[config.mk]
export PLATFORM = sky130hd
export DESIGN_NAME = frame_sequencer
export DESIGN_NICKNAME = d
export VERILOG_FILES = /design/src/rtl/frame_sequencer.sv
export SDC_FILE = /design/constraint.sdc
export NUM_CORES = 1
export LEC_CHECK = 0
export ABC_AREA = 1
export ABC_CLOCK_PERIOD_IN_PS = 2000
export BUFFER_PORTS_ARGS = -buffer_cell sky130_fd_sc_hd__buf_2
export CORE_ASPECT_RATIO = 0.5
export CORE_MARGIN = 2
export CORE_UTILIZATION = 54
export CTS_BUF_LIST = sky130_fd_sc_hd__clkbuf_16
export CTS_CLUSTER_SIZE = 30
export DETAILED_ROUTE_END_ITERATION = 8
export HOLD_SLACK_MARGIN = 0.15
export PLACE_DENSITY_LB_ADDON = 0.05
export SETUP_SLACK_MARGIN = 0.4
export SYNTH_ARGS = -nofsm -noshare
export SYNTH_HDL_FRONTEND = slang
export SYNTH_SLANG_ARGS = --single-unit
[constraint.sdc]
create_clock -name clk -period 2 [get_ports clk]
set_input_delay 0.1 -clock clk [delete_from_list [all_inputs] [get_ports clk]]
set_output_delay 0.1 -clock clk [all_outputs]
set_load 0.005 [all_outputs]
[src/rtl/frame_sequencer.sv]
// frame_sequencer: phase controller for the 40x30 debayer + QOI image path.
// Steps one frame through LOAD -> DEBAYER -> ENCODE -> READOUT and drives the
// active-low run enables of the color and qoi engines from their completion
// flags. It also handles host aborts and oversize encoder results, and counts
// completed frames.
// Optional feature: define FRAME_SEQ_TIMEOUT_EN to add a per-phase watchdog on
// the engine-paced phases (DEBAYER, ENCODE).
module frame_sequencer #(
    parameter int WIDTH          = 40,
    parameter int HEIGHT         = 30,
    parameter int TIMEOUT_CYCLES = 2048
) (
    input  logic        clk,
    input  logic        reset,
    input  logic        load_req,
    input  logic        color_done,
    input  logic [12:0] qoi_bytes,
    input  logic        spi_done,
    output logic        color_rst_n,
    output logic        qoi_rst_n,
    output logic        readout_en,
    output logic        busy,
    output logic [2:0]  state,
    output logic [12:0] frame_bytes,
    output logic [15:0] frame_count,
    output logic        aborted,
    output logic        error
);

    typedef enum logic [2:0] {
        ST_IDLE    = 3'd0,
        ST_LOAD    = 3'd1,
        ST_DEBAYER = 3'd2,
        ST_ENCODE  = 3'd3,
        ST_READOUT = 3'd4,
        ST_ERROR   = 3'd5
    } state_t;

    // Largest legal encoder result: worst-case QOI output for the image.
    localparam logic [12:0] MAX_BYTES_C = 13'(WIDTH * HEIGHT * 5);

    state_t      state_r;
    state_t      next_state_s;
    logic        abort_s;
    logic        count_s;
    logic        capture_s;
    logic        timeout_s;

    logic        color_en_s;
    logic        qoi_en_s;
    logic        readout_s;

    logic        color_rst_n_r;
    logic        qoi_rst_n_r;
    logic        readout_en_r;
    logic        busy_r;
    logic        aborted_r;
    logic        error_r;
    logic [12:0] frame_bytes_r;
    logic [15:0] frame_count_r;

`ifdef FRAME_SEQ_TIMEOUT_EN
    localparam logic [11:0] TIMEOUT_LAST_C = 12'(TIMEOUT_CYCLES - 1);

    logic [11:0] phase_cnt_r;

    // Phase watchdog counter: restarts on each state change, counts only in engine-paced phases
    always_ff @(posedge clk) begin
        if (reset) begin
            phase_cnt_r <= 12'd0;
        end else if (next_state_s != state_r) begin
            phase_cnt_r <= 12'd0;
        end else if ((state_r == ST_DEBAYER) || (state_r == ST_ENCODE)) begin
            phase_cnt_r <= phase_cnt_r + 12'd1;
        end else begin
            phase_cnt_r <= phase_cnt_r;
        end
    end

    // Watchdog expiry: the current engine phase has used its full cycle allowance
    always_comb begin
        timeout_s = 1'b0;
        if (((state_r == ST_DEBAYER) || (state_r == ST_ENCODE)) &&
            (phase_cnt_r == TIMEOUT_LAST_C)) begin
            timeout_s = 1'b1;
        end else begin
            timeout_s = 1'b0;
        end
    end
`else
    // The watchdog limit has no meaning in this build; tie it off explicitly.
    logic unused_timeout_s;
    assign unused_timeout_s = (TIMEOUT_CYCLES > 0);
    assign timeout_s        = 1'b0;
`endif

    // State register
    always_ff @(posedge clk) begin
        if (reset) begin
            state_r <= ST_IDLE;
        end else begin
            state_r <= next_state_s;
        end
    end

    // Next-state logic with abort, capture and frame-count qualifiers
    always_comb begin
        next_state_s = state_r;
        abort_s      = 1'b0;
        count_s      = 1'b0;
        capture_s    = 1'b0;
        case (state_r)
            ST_IDLE: begin
                if (load_req) begin
                    next_state_s = ST_LOAD;
                end else begin
                    next_state_s = ST_IDLE;
                end
            end
            ST_LOAD: begin
                if (!load_req) begin
                    next_state_s = ST_DEBAYER;
                end else begin
                    next_state_s = ST_LOAD;
                end
            end
            ST_DEBAYER: begin
                if (load_req) begin
                    next_state_s = ST_LOAD;
                    abort_s      = 1'b1;
                end else if (color_done) begin
                    next_state_s = ST_ENCODE;
                end else if (timeout_s) begin
                    next_state_s = ST_ERROR;
                end else begin
                    next_state_s = ST_DEBAYER;
                end
            end
            ST_ENCODE: begin
                // A host abort takes precedence over a valid encoder result.
                if (load_req) begin
                    next_state_s = ST_LOAD;
                    abort_s      = 1'b1;
                end else if (qoi_bytes > MAX_BYTES_C) begin
                    next_state_s = ST_ERROR;
                end else if (qoi_bytes != 13'd0) begin
                    next_state_s = ST_READOUT;
                    capture_s    = 1'b1;
                end else if (timeout_s) begin
                    next_state_s = ST_ERROR;
                end else begin
                    next_state_s = ST_ENCODE;
                end
            end
            ST_READOUT: begin
                // A readout that finishes in the same cycle as a new load is a completed frame.
                if (spi_done) begin
                    count_s = 1'b1;
                    if (load_req) begin
                        next_state_s = ST_LOAD;
                    end else begin
                        next_state_s = ST_IDLE;
                    end
                end else if (load_req) begin
                    next_state_s = ST_LOAD;
                    abort_s      = 1'b1;
                end else begin
                    next_state_s = ST_READOUT;
                end
            end
            ST_ERROR: begin
                if (load_req) begin
                    next_state_s = ST_LOAD;
                end else begin
                    next_state_s = ST_ERROR;
                end
            end
            default: begin
                next_state_s = ST_IDLE;
            end
        endcase
    end

    // Output decode from next state so registered enables line up with the state
    always_comb begin
        color_en_s = 1'b0;
        qoi_en_s   = 1'b0;
        readout_s  = 1'b0;
        case (next_state_s)
            ST_DEBAYER: begin
                color_en_s = 1'b1;
                qoi_en_s   = 1'b0;
                readout_s  = 1'b0;
            end
            ST_ENCODE: begin
                color_en_s = 1'b1;
                qoi_en_s   = 1'b1;
                readout_s  = 1'b0;
            end
            ST_READOUT: begin
                color_en_s = 1'b1;
                qoi_en_s   = 1'b1;
                readout_s  = 1'b1;
            end
            default: begin
                color_en_s = 1'b0;
                qoi_en_s   = 1'b0;
                readout_s  = 1'b0;
            end
        endcase
    end

    // Registered control outputs and status flags
    always_ff @(posedge clk) begin
        if (reset) begin
            color_rst_n_r <= 1'b0;
            qoi_rst_n_r   <= 1'b0;
            readout_en_r  <= 1'b0;
            busy_r        <= 1'b0;
            aborted_r     <= 1'b0;
            error_r       <= 1'b0;
        end else begin
            color_rst_n_r <= color_en_s;
            qoi_rst_n_r   <= qoi_en_s;
            readout_en_r  <= readout_s;
            busy_r        <= (next_state_s != ST_IDLE);
            aborted_r     <= abort_s;
            error_r       <= (next_state_s == ST_ERROR);
        end
    end

    // Encoded byte count captured on the ENCODE -> READOUT transition
    always_ff @(posedge clk) begin
        if (reset) begin
            frame_bytes_r <= 13'd0;
        end else if (capture_s) begin
            frame_bytes_r <= qoi_bytes;
        end else begin
            frame_bytes_r <= frame_bytes_r;
        end
    end

    // Completed-frame counter, wraps naturally at 16 bits
    always_ff @(posedge clk) begin
        if (reset) begin
            frame_count_r <= 16'd0;
        end else if (count_s) begin
            frame_count_r <= frame_count_r + 16'd1;
        end else begin
            frame_count_r <= frame_count_r;
        end
    end

    assign state       = state_r;
    assign color_rst_n = color_rst_n_r;
    assign qoi_rst_n   = qoi_rst_n_r;
    assign readout_en  = readout_en_r;
    assign busy        = busy_r;
    assign aborted     = aborted_r;
    assign error       = error_r;
    assign frame_bytes = frame_bytes_r;
    assign frame_count = frame_count_r;

endmodule

==> flow_metrics.py, run 1 <==
metrics = {
    "synthesis": {
        "synth_area_sq_um": 1765,
        "yosysSeqAreaShare_pct": 43.09,
        "avgSynthCellArea_sq_um": 7.177,
        "yosysTopAreaCellShare_pct": 43.09,
        "ys_ff_latch": 38,
        "synthCells": 246,
        "synth_cell_types": 32,
        "synth.net_count": 265,
        "yosys_warnings": 0,
        "yosys.area.top_type": "dfxtp_1",
        "yosys-top-cells-area": "dfxtp_1 43%, nor2_1 9.8%, nand2_1 8.3%, inv_1 6.4%, o21ai_0 5.7%",
    },
    "route": {
        "first_iter_violations": 69,
        "drt-pass1-iter-count": 4,
        "highest_layer": "met4",
        "wl_mm": 4.519,
        "wl_met1_mm": 2.006,
        "dr_wl_met2_mm": 2.165,
        "wire_per_inst_microns": 12.31,
        "drc": 0,
        "vias": 1889,
        "dr_wl_met3_microns": 233,
        "viasPerCell": 5.147,
        "drtAntennaViolNets": 0,
    },
    "timing": {
        "rsz0062_at_grt": "false",
        "period_share_pct": 78.39,
        "drv_slew": 0,
        "fmax_mhz": 637.9,
        "setup_viol": 0,
        "fin_ws_ps": 432.3,
        "period_needed_ps": 1568,
        "slew_headroom_pct": 51.02,
        "skew_ps": 5.446,
        "worst_pin_slew_ps": 733.9,
        "hold_viol_final": 0,
        "setup_tns_ps": 0,
    },
    "worst_hold_path": {
        "min_from": "load_req",
        "hold_class": "in -> reg",
        "whs_path_depth": 4,
        "min_to": "state[1]",
    },
    "pwr": {
        "p_int_uw": 1277,
        "ir_drop_v": 0.0004187,
        "p_switching_uw": 357.3,
        "clkPwrFrac_pct": 44.0,
        "powerDensity_nw_per_um2": 646.6,
        "p_comb_share_pct": 8.9,
        "leakagePower_uw": 0.001316,
        "seq_power_share_pct": 47.2,
        "swShare_pct": 21.86,
    },
    "grt": {
        "overflow": 0,
        "grt_pass1_vias": 1570,
        "grt_max_degree": 24,
        "antenna_found_initial": 0,
        "grt_usage_pct": 21.76,
        "grt_pass1_wl_mm": 6.423,
    },
    "cts": {
        "cts_made_buffers": 5,
        "clk_latency_ps": 280,
        "clock-sinks": 38,
        "cts_tree": "yes",
        "htree_levels": 2,
        "clk_path_buf_depth": 2,
        "clk_pin_slew_ps": 60,
        "cts_root_buffer": "clkbuf_16",
    },
    "final_layout": {
        "diodes": 0,
        "layout.nets": 347,
        "multi_input_area_sq_um": 900.9,
        "finalNonFillerCells": 367,
        "drive_gt1_share_pct": 32.72,
        "fill_cells": 187,
        "syn_to_final_growth_pct": 43.16,
        "seq_area_sq_um": 767.0,
    },
    "critical_path": {
        "endpoint_kind": "flop",
        "r2r_cells": 7,
        "path_class": "reg -> reg",
        "crit_path_max_fanout": 13,
        "critPathArrivalTime_ps": 1740,
        "r2r_slack_ps": 430,
        "r2r_end": "frame_bytes[0]",
        "crit_path_start_kind": "flop",
        "critical_path_required_ps": 2170,
        "reg2reg_from": "state[0]",
    },
    "placed_design": {
        "port_buffers": 55,
        "gp_congestion": 0.8010,
        "hpwlAfterDp_mm": 2.702,
        "dp_slack_ps": 463.7,
        "dp_cells": 337,
    },
    "flow_run": {
        "maxCapViolations": 0,
    },
    "die": {
        "floorplan.die_area_sq_um": 3770,
        "io_pins": 56,
        "die_x_microns": 84.86,
        "core_sq_um": 3065,
        "initial_utilization_pct": 57.59,
        "die_h_microns": 44.43,
        "placementRows": 14,
    },
    "status": {
        "outcome": "complete, no violations",
    },
}
## layout make-up
| class | instances | area share, % |
|---|---|---|
| Multi-Input combinational cell | 168 | 35.64 |
| Sequential cell | 38 | 30.35 |
| Clock inverter | 1 | 0.1485 |
| Timing Repair Buffer | 80 | 21.63 |
| Clock buffer | 5 | 4.951 |
| Inverter | 35 | 5.297 |
| Tap cell | 40 | 1.980 |
## through the flow
stage	total power (uW)	instance area (sq um)	hold WS, ps	util [%]
after floorplan	841.4	1765	178.5	-
after detailed placement	884.3	2068	344.8	67.47
after CTS	1613	2327	163.3	75.92
after global placement	882.1	2068	338.2	67.47
final	1634	2527	164.6	82.45
after global routing	1673	2527	194.0	82.45
## state kept, by name (all words and copies together), names as in the netlist
register / cells
state: 3
qoi_rst_n: 1
frame_bytes: 13
aborted: 1
color_rst_n: 1
error: 1
frame_count: 16
busy: 1
readout_en: 1
## metal layers
layer	up-vias	global-route usage (%)
met5	-	0
met4	0	8.254
met3	15	6.716
met2	56	39.84
met1	867	24.68
li1	951	-
## power by group through the flow
stage | logic [uW] | registers (uW) | clock network, uW
after floorplan | 54.0 | 787 | 0
after global placement | 95.6 | 786 | 0
after detailed placement | 97.6 | 787 | 0
after CTS | 117 | 770 | 725
after global routing | 157 | 771 | 744
final | 145 | 771 | 718
## cell usage after synthesis
cell type and n:
inv_2 5, ha_1 1, buf_6 1, o2111ai_1 1, nand2_4 1, nor2_2 1
or2_2 1, o21bai_1 1, nor3b_1 1, nor2_1 46, dfxtp_1 38, nand2_1 39
xor2_1 2, nand3_1 15, nand2_2 1, xnor2_1 2, and3_1 1, nand3b_1 1
nor2_4 4, clkbuf_1 2, buf_1 1, o21a_1 1, inv_1 30, o21ai_1 1
a21oi_1 16, a311oi_1 1, nand4_1 4, o21ai_0 20, nor3_1 3, nor3_4 2
a211oi_1 2, buf_4 1
## cell families after synthesis
| group | share of synthesized area [%] |
|---|---|
| AO/OA/AOI/OAI | 13.18 |
| XOR/XNOR | 1.985 |
| adder cells (fa/ha/maj) | 0.7086 |
| buffers and inverters | 9.143 |
| flip-flops | 43.09 |
| AND/OR/NAND/NOR | 31.89 |
## worst max path at each step
stage | slack (ps) | depth (start not counted) | endpoint | from
global placement | 510 | 10 | frame_count[12] | state[1]
floorplan | 600 | 8 | frame_bytes[10] | state[1]
CTS | 410 | 10 | color_rst_n | qoi_bytes[0]
global route | 360 | 7 | frame_bytes[7] | state[0]
finish | 430 | 7 | frame_bytes[0] | state[0]
detailed placement | 460 | 9 | color_rst_n | state[2]
## layout by cell type (no fill, tap or decap), types with 2 or more instances in the layout
master           n
nor3_1           3
buf_2           52
inv_1           30
nor2_1          42
dfxtp_2          2
nor2_4           5
dfxtp_1         35
buf_6            5
dlymetal6s4s_1  10
nor3_4           2
dlygate4sd3_1    3
xnor2_1          2
a21oi_1         15
nand4_1          4
nand3_1         14
a211oi_1         2
nand2_1         33
o21ai_1          7
nor2_2           4
o21ai_0         10
clkbuf_16        5
buf_4           10
o21ai_2          4
inv_2            4
xor2_1           2
nand2_2          7
## repair_timing
action | in CTS | in global routing
hold endpoints to repair | 13 | 0
setup buffers | 0 | 10
gates resized for setup | 0 | 51
setup endpoints to repair | 0 | 22
hold buffers | 13 | 0
## critical path: stages, from the launching register on
cell     delay [ps]
dfxtp_4         360
inv_2            70
nor3_4          230
inv_2            90
nor3_4          320
inv_4           130
nor2_1          190
nor2_1           70
No activity file was read; power rests on OpenSTA's default activity.
==> run 2, diff against run 1 <==
Settings changed: ABC_CLOCK_PERIOD_IN_PS 2000 to 1600, CORE_UTILIZATION 54 to 50.
Clock period 2 ns to 1.6 ns, I/O delays scaled along.
==> flow_metrics.py, run 2 (synthesis gave the netlist of run 1 again) <==
metrics = {
    "status": {
        "outcome": "complete, no violations",
    },
    "die": {
        "io_pins": 56,
        "die_h_microns": 46.02,
        "floorplan.die_area_sq_um": 4051,
        "core_sq_um": 3416,
        "die_x_microns": 88.04,
        "placementRows": 15,
        "initial_utilization_pct": 51.68,
    },
    "route": {
        "wire_per_inst_microns": 14.53,
        "wl_mm": 5.738,
        "viasPerCell": 5.203,
        "drt-pass1-iter-count": 4,
        "drc": 0,
        "vias": 2055,
        "first_iter_violations": 141,
        "drtAntennaViolNets": 0,
    },
    "final_layout": {
        "design_area_sq_um": 2838,
        "drive_gt1_share_pct": 47.09,
        "fin_util_pct": 83.08,
        "layout_commonest_cell": "buf_2",
        "syn_to_final_growth_pct": 60.74,
        "multi_input_area_sq_um": 1045,
        "layout.nets": 362,
        "diodes": 0,
        "layout_common_cells": "55 x buf_2, 38 x nor2_1, 31 x nand2_1, 27 x dfxtp_1, 26 x inv_1",
        "largest_reg_flops": 16,
        "finalNonFillerCells": 395,
        "fill_cells": 232,
        "seq_area_sq_um": 784.5,
    },
    "critical_path": {
        "max_stage_delay_ps": 360,
        "r2r_cells": 9,
        "critical_path_required_ps": 1760,
        "critPathArrivalTime_ps": 1660,
        "r2r_slack_ps": 100,
        "crit_chain": "buf_4, nand3_1, nand2_2, inv_2, nand2_2, a21oi_4, nand3_2, nor2_2, nor2_1",
        "path_class": "reg -> reg",
        "crit_path_max_fanout": 5,
        "endpoint_kind": "flop",
        "r2r_end": "busy",
        "cpMostUsedCell": "nand2_2",
        "slowest_stage": "dfxtp_4",
        "crit_path_start_kind": "flop",
        "reg2reg_from": "state[0]",
    },
    "grt": {
        "grt_pass1_wl_mm": 7.707,
        "grt_pass1_vias": 1752,
        "grt_max_degree": 24,
        "grt_usage_pct": 25.35,
        "antenna_found_initial": 0,
        "overflow": 0,
    },
    "cts": {
        "cts_made_buffers": 5,
        "clk_pin_slew_ps": 60,
        "htree_levels": 2,
        "clk_path_buf_depth": 2,
        "cts_root_buffer": "clkbuf_16",
        "clk_latency_ps": 280,
        "cts_tree": "yes",
        "clock-sinks": 38,
    },
    "timing": {
        "setup_tns_ps": 0,
        "period_needed_ps": 1504,
        "fmax_mhz": 664.8,
        "rsz0062_at_grt": "true",
        "hold_viol_final": 0,
        "period_share_pct": 94.01,
        "fin_ws_ps": 95.85,
        "setup_viol": 0,
        "skew_ps": 5.094,
        "worst_pin_slew_ps": 971.5,
        "slew_headroom_pct": 35.16,
        "drv_slew": 0,
    },
    "worst_hold_path": {
        "min_from": "reset",
        "min_to": "state[1]",
        "hold_class": "in -> reg",
        "whs_path_depth": 2,
    },
    "placed_design": {
        "post_dp_cell_area_sq_um": 2128,
        "hpwlAfterDp_mm": 2.942,
        "dp_cells": 348,
        "dp_slack_ps": -19.38,
        "gp_congestion": 0.8017,
        "port_buffers": 55,
    },
    "pwr": {
        "powerDensity_nw_per_um2": 760.4,
        "leakagePower_uw": 0.001365,
        "ir_drop_v": 0.0005632,
    },
    "flow_run": {
        "maxCapViolations": 0,
    },
}
[run 2: what timing repair did]
action,CTS,global route
pin swaps,25,28
setup buffers,18,6
setup endpoints to repair,31,36
gates resized for setup,51,36
hold buffers,14,0
hold endpoints to repair,14,0
gates cloned,0,1
[run 2: final cells by class]
type / count / share of cell area, %
clock inverter: 3 / 0.5732
clock buffer: 5 / 4.409
inverter: 35 / 5.247
timing repair inverter: 1 / 0.2205
sequential: 38 / 27.65
timing repair buffer: 94 / 22.84
tap: 51 / 2.249
multi-input combinational: 168 / 36.82
[run 2: worst max path at each step]
stage | from | end | slack [ps] | depth (start not counted)
5_1_grt | state[0] | busy | 40 | 9
6_report | state[0] | busy | 100 | 9
3_3_place_gp | state[0] | frame_bytes[6] | 30 | 7
4_1_cts | state[1] | frame_bytes[12] | 180 | 7
3_5_place_dp | state[0] | frame_bytes[1] | -20 | 7
2_1_floorplan | state[1] | frame_count[13] | 270 | 10
[run 2: metrics by stage]
stage | total power (uW) | hold slack [ps]
2_1_floorplan | 1057 | 151.3
3_3_place_gp | 1108 | 325.5
3_5_place_dp | 1113 | 324.0
4_1_cts | 2118 | 163.2
5_1_grt | 2212 | 187.3
6_report | 2158 | 166.7
[run 2: report_power, final]
group	internal (uW)	leakage, uW	switching [uW]
registers	952	0.000313	7.83
clock network	569	0.0000672	392
logic	108	0.000984	130
[run 2: per-layer routing]
metal | vias up | GRT usage, % | part of all wire (%) | wire length (microns)
li1 | 984 | - | - | -
met1 | 960 | 29.01 | 41 | 2335
met2 | 88 | 46.21 | 50 | 2858
met3 | 23 | 6.884 | 6.9 | 395
met4 | 0 | 10.30 | 2.6 | 149
met5 | - | 0 | 0 | 0
[run 2: worst max-delay path: cells and delay by family (launching register included)]
kind | cells | cell delay, ps
simple gates | 6 | 580
buf+inv | 2 | 200
compound gates | 1 | 240
flops | 1 | 360
